<file path="config.mk">
export PLATFORM = sky130hd
export DESIGN_NAME = fetch_stage
export DESIGN_NICKNAME = d
export VERILOG_FILES = /design/src/rtl/fetch_stage_pkg.sv /design/src/rtl/ifid_reg.sv /design/src/rtl/fetch_stage.sv
export SDC_FILE = /design/constraint.sdc
export NUM_CORES = 1
export LEC_CHECK = 0
export BUFFER_PORTS_ARGS = -buffer_cell sky130_fd_sc_hd__buf_2
export CORE_MARGIN = 4
export CORE_UTILIZATION = 59
export CTS_CLUSTER_SIZE = 25
export DETAILED_ROUTE_END_ITERATION = 12
export PLACE_DENSITY = 0.95
export SYNTH_ARGS = -nofsm -noshare
export SYNTH_HDL_FRONTEND = slang
export SYNTH_SLANG_ARGS = --single-unit
export TNS_END_PERCENT = 100
</file>
<file path="constraint.sdc">
create_clock -name clk -period 5.3 [get_ports clk]
set_clock_uncertainty 0.15 [all_clocks]
set_input_delay 1.06 -clock clk [delete_from_list [all_inputs] [get_ports clk]]
set_output_delay 1.06 -clock clk [all_outputs]
set_load 0.03 [all_outputs]
</file>
<file path="src/rtl/fetch_stage_pkg.sv">
// Shared pipeline definitions for the fetch stage.
//   fetch_state_e : fetch FSM state encodings
//   NOP_INSTR     : instruction word loaded into IF/ID as a bubble
//   pc_plus4      : sequential PC increment (wraps modulo 2^32)
package fetch_stage_pkg;

    typedef enum logic {
        StFetch = 1'b0,
        StHold  = 1'b1
    } fetch_state_e;

    localparam logic [31:0] NOP_INSTR = 32'h0000_0000;

    function automatic logic [31:0] pc_plus4(input logic [31:0] pc);
        return pc + 32'd4;
    endfunction

endpackage

</file>
<file path="src/rtl/ifid_reg.sv">
// IF/ID pipeline register.
//   clk, reset_n          : clock, asynchronous active-low reset
//   en                    : load in_pc4/in_instr/in_valid
//   flush                 : load a bubble; takes priority over en
//   in_pc4/in_instr/in_valid : next contents
//   pc4/instr/valid       : registered contents
module ifid_reg
    import fetch_stage_pkg::*;
(
    input  logic        clk,
    input  logic        reset_n,
    input  logic        en,
    input  logic        flush,
    input  logic [31:0] in_pc4,
    input  logic [31:0] in_instr,
    input  logic        in_valid,
    output logic [31:0] pc4,
    output logic [31:0] instr,
    output logic        valid
);

    always_ff @(posedge clk or negedge reset_n) begin
        if (!reset_n) begin
            pc4   <= 32'h0;
            instr <= NOP_INSTR;
            valid <= 1'b0;
        end else if (flush) begin
            pc4   <= 32'h0;
            instr <= NOP_INSTR;
            valid <= 1'b0;
        end else if (en) begin
            pc4   <= in_pc4;
            instr <= in_instr;
            valid <= in_valid;
        end
    end

endmodule

</file>
<file path="src/rtl/fetch_stage.sv">
// Instruction fetch stage with wait-state memory handshake and a one-entry skid buffer.
//   clk, reset_n                         : clock, asynchronous active-low reset
//   PC_WriteEn, IFID_WriteEn, Stall_flush : hazard controls
//   branch_taken, branch_target          : redirect from ID (highest priority)
//   imem_addr, imem_req, imem_ready, imem_rdata : instruction memory interface
//   IFID_PC4, IFID_Instr, IFID_valid     : IF/ID pipeline register
//   fetch_stall, stall_cnt               : memory-wait indicator and saturating wait count
module fetch_stage
    import fetch_stage_pkg::*;
#(
    parameter logic [31:0] RESET_PC = 32'h0000_0000
) (
    input  logic        clk,
    input  logic        reset_n,
    input  logic        PC_WriteEn,
    input  logic        IFID_WriteEn,
    input  logic        Stall_flush,
    input  logic        branch_taken,
    input  logic [31:0] branch_target,
    output logic [31:0] imem_addr,
    output logic        imem_req,
    input  logic        imem_ready,
    input  logic [31:0] imem_rdata,
    output logic [31:0] IFID_PC4,
    output logic [31:0] IFID_Instr,
    output logic        IFID_valid,
    output logic        fetch_stall,
    output logic [15:0] stall_cnt
);

    fetch_state_e state;
    logic [31:0]  pc;
    logic [31:0]  pc4;
    logic [31:0]  skid_pc4;
    logic [31:0]  skid_instr;
    logic         in_fetch;
    logic         advance;
    logic         fetch_hit;
    logic         load_data;
    logic         ifid_flush;
    logic [31:0]  ifid_pc4_in;
    logic [31:0]  ifid_instr_in;

    assign pc4       = pc_plus4(pc);
    assign in_fetch  = (state == StFetch);
    assign advance   = PC_WriteEn & IFID_WriteEn & ~branch_taken;
    assign fetch_hit = in_fetch & imem_ready;

    // Memory is idle while reset is held, so gate the request with reset_n.
    assign imem_req    = reset_n & in_fetch;
    assign imem_addr   = pc;
    assign fetch_stall = reset_n & in_fetch & ~imem_ready;

    // A real word enters IF/ID only when the pipe advances and no flush is requested;
    // any other enabled write (or a redirect) inserts a bubble.
    assign load_data     = advance & ~Stall_flush & (fetch_hit | (state == StHold));
    assign ifid_flush    = branch_taken | (IFID_WriteEn & ~load_data);
    assign ifid_pc4_in   = (state == StHold) ? skid_pc4   : pc4;
    assign ifid_instr_in = (state == StHold) ? skid_instr : imem_rdata;

    always_ff @(posedge clk or negedge reset_n) begin
        if (!reset_n) begin
            state      <= StFetch;
            pc         <= RESET_PC;
            skid_pc4   <= 32'h0;
            skid_instr <= NOP_INSTR;
        end else if (branch_taken) begin
            // Any response in this cycle and any parked word are dropped.
            state      <= StFetch;
            pc         <= branch_target;
            skid_pc4   <= 32'h0;
            skid_instr <= NOP_INSTR;
        end else begin
            unique case (state)
                StFetch: begin
                    if (imem_ready) begin
                        if (advance) begin
                            pc <= pc4;
                        end else begin
                            skid_pc4   <= pc4;
                            skid_instr <= imem_rdata;
                            state      <= StHold;
                        end
                    end
                end
                StHold: begin
                    if (advance) begin
                        pc         <= pc4;
                        skid_pc4   <= 32'h0;
                        skid_instr <= NOP_INSTR;
                        state      <= StFetch;
                    end
                end
                default: state <= StFetch;
            endcase
        end
    end

    always_ff @(posedge clk or negedge reset_n) begin
        if (!reset_n) begin
            stall_cnt <= 16'h0;
        end else if (fetch_stall && (stall_cnt != 16'hFFFF)) begin
            stall_cnt <= stall_cnt + 16'd1;
        end
    end

    ifid_reg u_ifid_reg (
        .clk      (clk),
        .reset_n  (reset_n),
        .en       (load_data),
        .flush    (ifid_flush),
        .in_pc4   (ifid_pc4_in),
        .in_instr (ifid_instr_in),
        .in_valid (1'b1),
        .pc4      (IFID_PC4),
        .instr    (IFID_Instr),
        .valid    (IFID_valid)
    );

endmodule

</file>
==> results of run 1 <==
-- worst max path at each step --
stage	end	slack, ns
5_1_grt	fetch_stall	1.77
3_5_place_dp	fetch_stall	1.89
3_3_place_gp	fetch_stall	1.93
4_1_cts	fetch_stall	1.90
6_report	fetch_stall	1.93
2_1_floorplan	fetch_stall	2.52
-- stage by stage --
| step | power (mW) | cell area [um^2] | hold slack (ns) |
|---|---|---|---|
| 2_1_floorplan | 1.86 | 8380 | 0.283 |
| 3_5_place_dp | 2.05 | 9390 | 0.302 |
| 3_3_place_gp | 2.03 | 9390 | 0.296 |
| 5_1_grt | 3.53 | 10000 | 0.351 |
| 4_1_cts | 3.41 | 10000 | 0.331 |
| 6_report | 3.40 | 10000 | 0.327 |
-- cell usage after synthesis, drive strengths merged, types with 7 or more instances --
master,instances
a22oi,15
nor2,31
nor3,15
a21oi,7
clkbuf,45
dfrtp,178
mux2i,36
o21ai,158
nor4,20
xor2,22
nand4,18
nand3,22
xnor2,40
nand2,194
buf,15
-- kinds of logic after synthesis --
family / count (synthesis) / synth area share [%]
XOR/XNOR: 62 / 6.48
multiplexers: 42 / 5.10
adder cells (fa/ha/maj): 2 / 0.298
flip-flops: 178 / 53.1
AND/OR/NAND/NOR: 325 / 18.4
AO/OA/AOI/OAI: 200 / 13.2
buffers and inverters: 67 / 3.36
-- per-layer routing --
metal  up-vias  track usage (%)  wire length (um)
li1       3338                -                 -
met1      3482             37.0              9150
met2       360             43.2             10500
met3        44             4.97              1580
met4         0             10.3               555
met5         -                0                 0
-- flip-flops by register name, indices dropped and copies added (netlist names) --
signal and cells:
imem_addr 32, skid_instr 32, skid_pc4 32, stall_cnt 16, state 1, u_ifid_reg.instr 32
u_ifid_reg.pc4 32, u_ifid_reg.valid 1
-- cell type report --
class / count / area, um^2 / area share [%]
clock inverter: 13 / 195 / 1.94
timing repair buffer: 194 / 1010 / 10.1
clock buffer: 19 / 453 / 4.51
multi-input combinational: 631 / 3680 / 36.6
tap: 180 / 225 / 2.24
inverter: 5 / 18.8 / 0.187
antenna: 1 / 2.50 / 0.0249
sequential: 178 / 4460 / 44.4
-- critical path, stage by stage --
cell	delay [ns]
buf_6	0.42
nor3b_2	0.36
buf_2	0.25
-- power groups by stage --
stage | Sequential [mW] | Combinational, mW | Clock [mW]
after floorplan | 1.64 | 0.224 | 0
final | 1.55 | 0.479 | 1.37
after CTS | 1.55 | 0.480 | 1.38
after global placement | 1.56 | 0.464 | 0
after global routing | 1.56 | 0.521 | 1.44
after detailed placement | 1.57 | 0.477 | 0
-- cell usage in the layout (no fill, tap or decap), types with 15 or more instances in the layout --
| cell | instances |
|---|---|
| nor4_1 | 15 |
| dfrtp_1 | 177 |
| nand4_1 | 17 |
| o21ai_1 | 20 |
| xor2_1 | 22 |
| mux2i_1 | 36 |
| nor2_1 | 28 |
| buf_2 | 184 |
| a22oi_1 | 15 |
| o21ai_0 | 137 |
| nand2_1 | 194 |
| xnor2_1 | 40 |
| nand3_1 | 21 |
| clkbuf_16 | 17 |
==> impl_metrics.json, run 1 <==
{
  "whs_path_depth": 2,
  "die_h_um": 127,
  "hold_class": "flop to flop",
  "reg2regPathDepth": 5,
  "clk_pin_slew_ns": 0.07,
  "finalSetupTns_ns": 0,
  "arrival_ns": 2.16,
  "leakage_nw": 4.62,
  "cts_sinks": 178,
  "drive_gt1_share_pct": 24.0,
  "hp-start": "u_ifid_reg.valid$_DFFE_PN0P_",
  "cts_buffers": 17,
  "syn-num-nets": 949,
  "final_cells": 1221,
  "yosysUniqueCellTypes": 51,
  "swShare_pct": 28.6,
  "cts-root-buf": "clkbuf_16",
  "first_iter_violations": 851,
  "die_x_um": 127,
  "setup_viol": 0,
  "switchingPower_uw": 972,
  "syn_area_per_cell_um2": 9.57,
  "boundaryPins": 186,
  "p_int_mw": 2.43,
  "yosysTopAreaCellShare_pct": 53.1,
  "clkLatencyLatePin_ns": 0.43,
  "start_kind": "input pin",
  "post-route-util_pct": 72.3,
  "drt-total-wl_mm": 21.8,
  "io_buffers": 185,
  "powerDensity_nw_per_um2": 339,
  "pwr-share-clk_pct": 40.3,
  "slew_headroom_pct": 25.4,
  "synth_top_area_cell": "dfrtp_1",
  "ys_ff_latch": 178,
  "r2r-end": "u_ifid_reg.pc4[15]$_DFFE_PN0P_",
  "syn2layout_area_growth_pct": 19.7,
  "synth.area.top_cells": "dfrtp_1 (53%), nand2_1 (8.7%), o21ai_0 (8.2%), mux2i_1 (4.3%), xnor2_1 (4.2%)",
  "syn_inst": 876,
  "dp.cells": 1188,
  "tightestPinTransition_ns": 1.11,
  "clock.fmax_mhz": 296,
  "r2r-start": "state$_DFF_PN0_",
  "cap_violations": 0,
  "num_vias": 7224,
  "syn_area_um2": 8380,
  "grt_pass1_wl_mm": 35.1,
  "ys_seq_area_share_pct": 53.1,
  "status": "completed",
  "dpl.hpwl_mm": 14.7,
  "worst_ep_required_time_ns": 4.09,
  "coreArea_um2": 13900,
  "cts_resized": 0,
  "fin_ws_ns": 1.93,
  "grt_pass1_vias": 6910,
  "num-fill-cells": 974,
  "regToRegSetupSlack_ns": 2.28,
  "start_util_pct": 60.4,
  "fp-row-count": 43,
  "synth_flop_cell": "dfrtp_1",
  "cts.path.max_buffers": 2,
  "wire_per_inst_um": 17.8,
  "peakVddDrop_v": 0.000232,
  "ctsHoldBuffers": 0,
  "period_share_pct": 63.6,
  "period_needed_ns": 3.37,
  "path_class": "input pin to output pin",
  "slew_viol_final": 0,
  "htree_levels": 4,
  "fin_nets": 1100,
  "grt_usage_pct": 27.0,
  "p_seq_share_pct": 45.6,
  "dieArea_um2": 16200,
  "hold_viol": 0,
  "drt_pre_antenna_iters": 6,
  "yosysWarnings": 0,
  "post_drt_via_cell_ratio": 5.92,
  "comb_power_share_pct": 14.1,
  "whs_endpoint": "u_ifid_reg.valid$_DFFE_PN0P_",
  "cp_max_fo": 66,
  "cts_tree": "yes",
  "gp_congestion": 0.868,
  "grt_antenna_before_repair": 1,
  "grt_overflow": 0,
  "drcViolationCount": 0,
  "postCtsSetupBuffers": 0,
  "ant_nets": 0,
  "rsz0062_at_grt": "false",
  "endpoint_kind": "output pin",
  "crit_start": "reset_n",
  "grt_max_degree": 68,
  "synth_edf_count": 0,
  "pre_cts_ws_ns": 1.89,
  "synthArstFlopShare_pct": 100
}
No activity file was read; power rests on OpenSTA's default activity.
==> run 2, diff against run 1 <==
--- a/config.mk
+++ b/config.mk
@@ -7,10 +7,10 @@
 export LEC_CHECK = 0
 export BUFFER_PORTS_ARGS = -buffer_cell sky130_fd_sc_hd__buf_2
 export CORE_MARGIN = 4
-export CORE_UTILIZATION = 59
+export CORE_UTILIZATION = 49
 export CTS_CLUSTER_SIZE = 25
 export DETAILED_ROUTE_END_ITERATION = 12
-export PLACE_DENSITY = 0.95
+export PLACE_DENSITY = 0.86
 export SYNTH_ARGS = -nofsm -noshare
 export SYNTH_HDL_FRONTEND = slang
 export SYNTH_SLANG_ARGS = --single-unit
==> constraint.sdc (replaced) <==
create_clock -name clk -period 2.9 [get_ports clk]
set_clock_uncertainty 0.15 [all_clocks]
set_input_delay 0.58 -clock clk [delete_from_list [all_inputs] [get_ports clk]]
set_output_delay 0.58 -clock clk [all_outputs]
set_load 0.03 [all_outputs]
==> impl_metrics.json, run 2 (synthesis results as in run 1) <==
{
  "status": "completed",
  "drt-total-wl_mm": 22.3,
  "boundaryPins": 186,
  "drt_pre_antenna_iters": 6,
  "grt_pass1_wl_mm": 36.0,
  "period_needed_ns": 2.63,
  "final_cells": 1274,
  "peakVddDrop_v": 0.000411,
  "cp_max_fo": 15,
  "hold_viol": 0,
  "start_util_pct": 50.2,
  "path_class": "input pin to output pin",
  "clkLatencyLatePin_ns": 0.43,
  "drcViolationCount": 0,
  "gp_congestion": 0.855,
  "dieArea_um2": 19300,
  "grt_max_degree": 129,
  "grt_usage_pct": 22.9,
  "hold_class": "input pin to flop",
  "cts.path.max_buffers": 2,
  "tightestPinTransition_ns": 0.677,
  "grt_pass1_vias": 7025,
  "wl_met1_mm": 9.04,
  "cap_violations": 0,
  "cts_tree": "yes",
  "num_vias": 7159,
  "leakage_nw": 4.65,
  "setup_viol": 0,
  "cts-root-buf": "clkbuf_16",
  "rsz0062_at_grt": "false",
  "highest_layer": "met5",
  "drive_gt1_share_pct": 24.5,
  "grt_antenna_before_repair": 2,
  "fin_nets": 1113,
  "worst_ep_required_time_ns": 2.17,
  "cts_buffers": 17,
  "htree_levels": 4,
  "die_h_um": 139,
  "wl_met2_mm": 10.7,
  "die_x_um": 139,
  "arrival_ns": 1.90,
  "place_area_um2": 9540,
  "clk_pin_slew_ns": 0.07,
  "endpoint_kind": "output pin",
  "coreArea_um2": 16700,
  "post-route-util_pct": 60.8,
  "wire_per_inst_um": 17.5,
  "layout_common_cells": "nand2_1 (194), buf_2 (184), dfrtp_1 (177), o21ai_0 (137), xnor2_1 (40)",
  "final_common_cell": "nand2_1",
  "post_drt_via_cell_ratio": 5.62,
  "start_kind": "input pin",
  "finalSetupTns_ns": 0,
  "period_share_pct": 90.8,
  "holdWs_ns": 0.206,
  "dp.cells": 1240,
  "syn2layout_area_growth_pct": 21.1,
  "postLayoutCellArea_um2": 10200,
  "ant_nets": 0,
  "met3WireLength_mm": 1.56,
  "slew_viol_final": 0,
  "slew_headroom_pct": 54.8,
  "powerDensity_nw_per_um2": 597,
  "grt_overflow": 0,
  "io_buffers": 185,
  "fp-row-count": 47,
  "postCtsSetupBuffers": 0,
  "cts_sinks": 178,
  "dpl.hpwl_mm": 15.5,
  "first_iter_violations": 492,
  "clock.fmax_mhz": 380
}
[run 2: cell types whose count changed in the layout (fill, tap and decap cells not counted), sizes merged]
cell / delta
bufinv: -1
clkinv: +1
clkbuf: +4
buf: +12
clkinvlp: +1
dlygate4sd3: +1
inv: -5
[run 2: path summary, 6_finish.rpt]
kind                                     startpoint                             to  slack (ns)  depth (start not counted)
min reg2reg                skid_pc4[23]$_DFFE_PN0P_       skid_pc4[23]$_DFFE_PN0P_        0.32                          2
max in group asynchronous                   reset_n  u_ifid_reg.pc4[0]$_DFFE_PN0P_        0.79                          4
min in group asynchronous                   reset_n       stall_cnt[1]$_DFFE_PN0P_        0.41                          2
max                                         reset_n                    fetch_stall        0.27                          4
min                               branch_target[29]      imem_addr[29]$_DFFE_PN0P_        0.21                          3
max reg2reg                         state$_DFF_PN0_      imem_addr[28]$_DFFE_PN0P_        0.43                          5
[run 2: area by class of cell]
type / count / area, um^2
Fill cell: 1368 / 6550
Sequential cell: 178 / 4460
Multi-Input combinational cell: 631 / 3680
Timing Repair Buffer: 207 / 1120
Clock buffer: 23 / 468
Tap cell: 220 / 275
Clock inverter: 9 / 130
Inverter: 5 / 18.8
Antenna cell: 1 / 2.50
[run 2: power breakdown]
group / total [mW] / switching (mW) / internal, mW / leakage (nW)
Clock: 2.34 / 0.939 / 1.40 / 0.279
Sequential: 2.84 / 0.196 / 2.64 / 2.37
Combinational: 0.882 / 0.581 / 0.301 / 2.01
Total: 6.06 / 1.72 / 4.34 / 4.65
[run 2: metrics by stage]
stage | power (mW) | setup WS (ns)
CTS | 6.10 | 0.256
floorplan | 3.41 | 0.601
global route | 6.30 | 0.204
global placement | 3.73 | 0.636
finish | 6.06 | 0.268
detailed placement | 3.76 | 0.495
[run 2: layer usage]
metal / track usage, % / vias to the layer above
li1: - / 3353
met1: 29.4 / 3421
met2: 36.8 / 308
met3: 5.41 / 75
met4: 10.9 / 2
met5: 0 / -
[run 2: worst max-delay path, stage by stage]
cell	delay, ns
dlygate4sd3_1	0.54
buf_6	0.20
nor3b_2	0.30
buf_2	0.26
[run 2: timing repair]
action | 4_1_cts | 5_1_grt
gates resized for setup | 0 | 0
hold endpoints to repair | 12 | 0
hold buffers | 1 | 0
==> run 3, diff against run 2 <==
--- a/config.mk
+++ b/config.mk
@@ -6,6 +6,8 @@
 export NUM_CORES = 1
 export LEC_CHECK = 0
 export BUFFER_PORTS_ARGS = -buffer_cell sky130_fd_sc_hd__buf_2
+export CAP_MARGIN = 30
+export CORE_ASPECT_RATIO = 0.7
 export CORE_MARGIN = 4
 export CORE_UTILIZATION = 49
 export CTS_CLUSTER_SIZE = 25
==> impl_metrics.json, run 3 (synthesis results as in run 1) <==
{
  "status": "completed",
  "gp_congestion": 0.927,
  "period_share_pct": 90.2,
  "hold_class": "input pin to flop",
  "cap_violations": 0,
  "drcViolationCount": 0,
  "htree_levels": 4,
  "cp_max_fo": 12,
  "start_kind": "input pin",
  "coreArea_um2": 16500,
  "final_common_cell": "nand2_1",
  "drt-total-wl_mm": 22.9,
  "worst_ep_required_time_ns": 2.17,
  "cts_tree": "yes",
  "layout_common_cells": "nand2_1 (194), buf_2 (184), dfrtp_1 (177), o21ai_0 (137), xnor2_1 (40)",
  "postCtsSetupBuffers": 0,
  "cts_resized": 0,
  "slew_viol_final": 0,
  "first_iter_violations": 691,
  "num-fill-cells": 1399,
  "clkLatencyLatePin_ns": 0.42,
  "cts.path.max_buffers": 2,
  "grt_pass1_wl_mm": 36.9,
  "powerDensity_nw_per_um2": 589,
  "grt_antenna_before_repair": 0,
  "clock.fmax_mhz": 382,
  "num_vias": 7178,
  "period_needed_ns": 2.62,
  "die_x_um": 164,
  "grt_pass1_vias": 6964,
  "die_h_um": 117,
  "peakVddDrop_v": 0.000311,
  "num_antenna_cells": 0,
  "setup_viol": 0,
  "wire_per_inst_um": 17.9,
  "drive_gt1_share_pct": 24.5,
  "tightestPinTransition_ns": 0.751,
  "cts_buffers": 17,
  "slew_headroom_pct": 49.9,
  "path_class": "input pin to output pin",
  "multiInputGateArea_um2": 3680,
  "finalSetupTns_ns": 0,
  "grt_max_degree": 138,
  "post-route-util_pct": 61.1,
  "cts_sinks": 178,
  "grt_overflow": 0,
  "ctsHoldBuffers": 1,
  "cts-root-buf": "clkbuf_16",
  "dieArea_um2": 19300,
  "rsz0062_at_grt": "false",
  "ant_nets": 0,
  "ff_latch_area_um2": 4460,
  "fin_nets": 1110,
  "arrival_ns": 1.89,
  "p_total_mw": 5.95,
  "boundaryPins": 186,
  "endpoint_kind": "output pin",
  "drt_pre_antenna_iters": 5,
  "grt_usage_pct": 23.9,
  "start_util_pct": 50.7,
  "hold_viol": 0,
  "syn2layout_area_growth_pct": 20.6,
  "fp-row-count": 39,
  "dpl.hpwl_mm": 16.0,
  "leakage_nw": 4.64,
  "post_drt_via_cell_ratio": 5.63,
  "io_buffers": 185,
  "clk_pin_slew_ns": 0.07
}
[run 3: cell types whose count changed in the layout (fill, tap and decap cells not counted), moves of 2 or more]
cell	before	now
inv_6	0	6
clkbuf_1	4	2
buf_4	19	15
clkinv_4	0	3
clkbuf_8	2	0
bufinv_16	3	1
clkinvlp_4	4	1
[run 3: per-stage QoR]
step / cell area, um^2 / hold slack (ns) / setup slack, ns / instances
global route: 10100 / 0.200 / 0.207 / 1275
finish: 10100 / 0.209 / 0.284 / 1275
detailed placement: 9540 / 0.262 / 0.620 / 1242
global placement: 9540 / 0.263 / 0.662 / 1242
floorplan: 8380 / 0.134 / 0.601 / 876
CTS: 10100 / 0.196 / 0.298 / 1275
[run 3: routing by layer]
metal  vias up  global-route usage, %  wire length [um]
li1       3358                      -                 -
met1      3469                   35.2             10100
met2       320                   34.0             10000
met3        31                   8.38              2440
met4         0                   5.50               310
met5         -                      0                 0
[run 3: critical path, cell delays in order]
cell           delay (ns)
dlygate4sd3_1        0.56
buf_6                0.20
nor3b_2              0.28
buf_2                0.26
[run 3: final cells by class]
class / instances / share of cell area, %
clock inverter: 13 / 1.25
timing repair buffer: 204 / 11.0
multi-input combinational: 631 / 36.4
clock buffer: 19 / 4.28
sequential: 178 / 44.1
inverter: 5 / 0.186
tap: 225 / 2.78
[run 3: path summary, 6_finish.rpt]
path                                          startpoint                             to  slack (ns)  cells past startpoint
setup / recovery                                 reset_n                    fetch_stall        0.28                      4
hold / removal                         branch_target[29]      imem_addr[29]$_DFFE_PN0P_        0.21                      3
setup reg to reg               imem_addr[10]$_DFFE_PN0P_       skid_pc4[25]$_DFFE_PN0P_        0.60                      6
hold reg to reg            u_ifid_reg.pc4[6]$_DFFE_PN0P_  u_ifid_reg.pc4[6]$_DFFE_PN0P_        0.33                      2
max in group asynchronous                        reset_n     skid_instr[28]$_DFFE_PN0P_        0.82                      4
min in group asynchronous                        reset_n       stall_cnt[1]$_DFFE_PN0P_        0.42                      2
[run 3: where the power goes]
part | internal [mW] | switching, mW | leakage (nW)
logic | 0.303 | 0.599 | 2.00
registers | 2.64 | 0.199 | 2.37
clock network | 1.20 | 1.01 | 0.273
total | 4.15 | 1.81 | 4.64
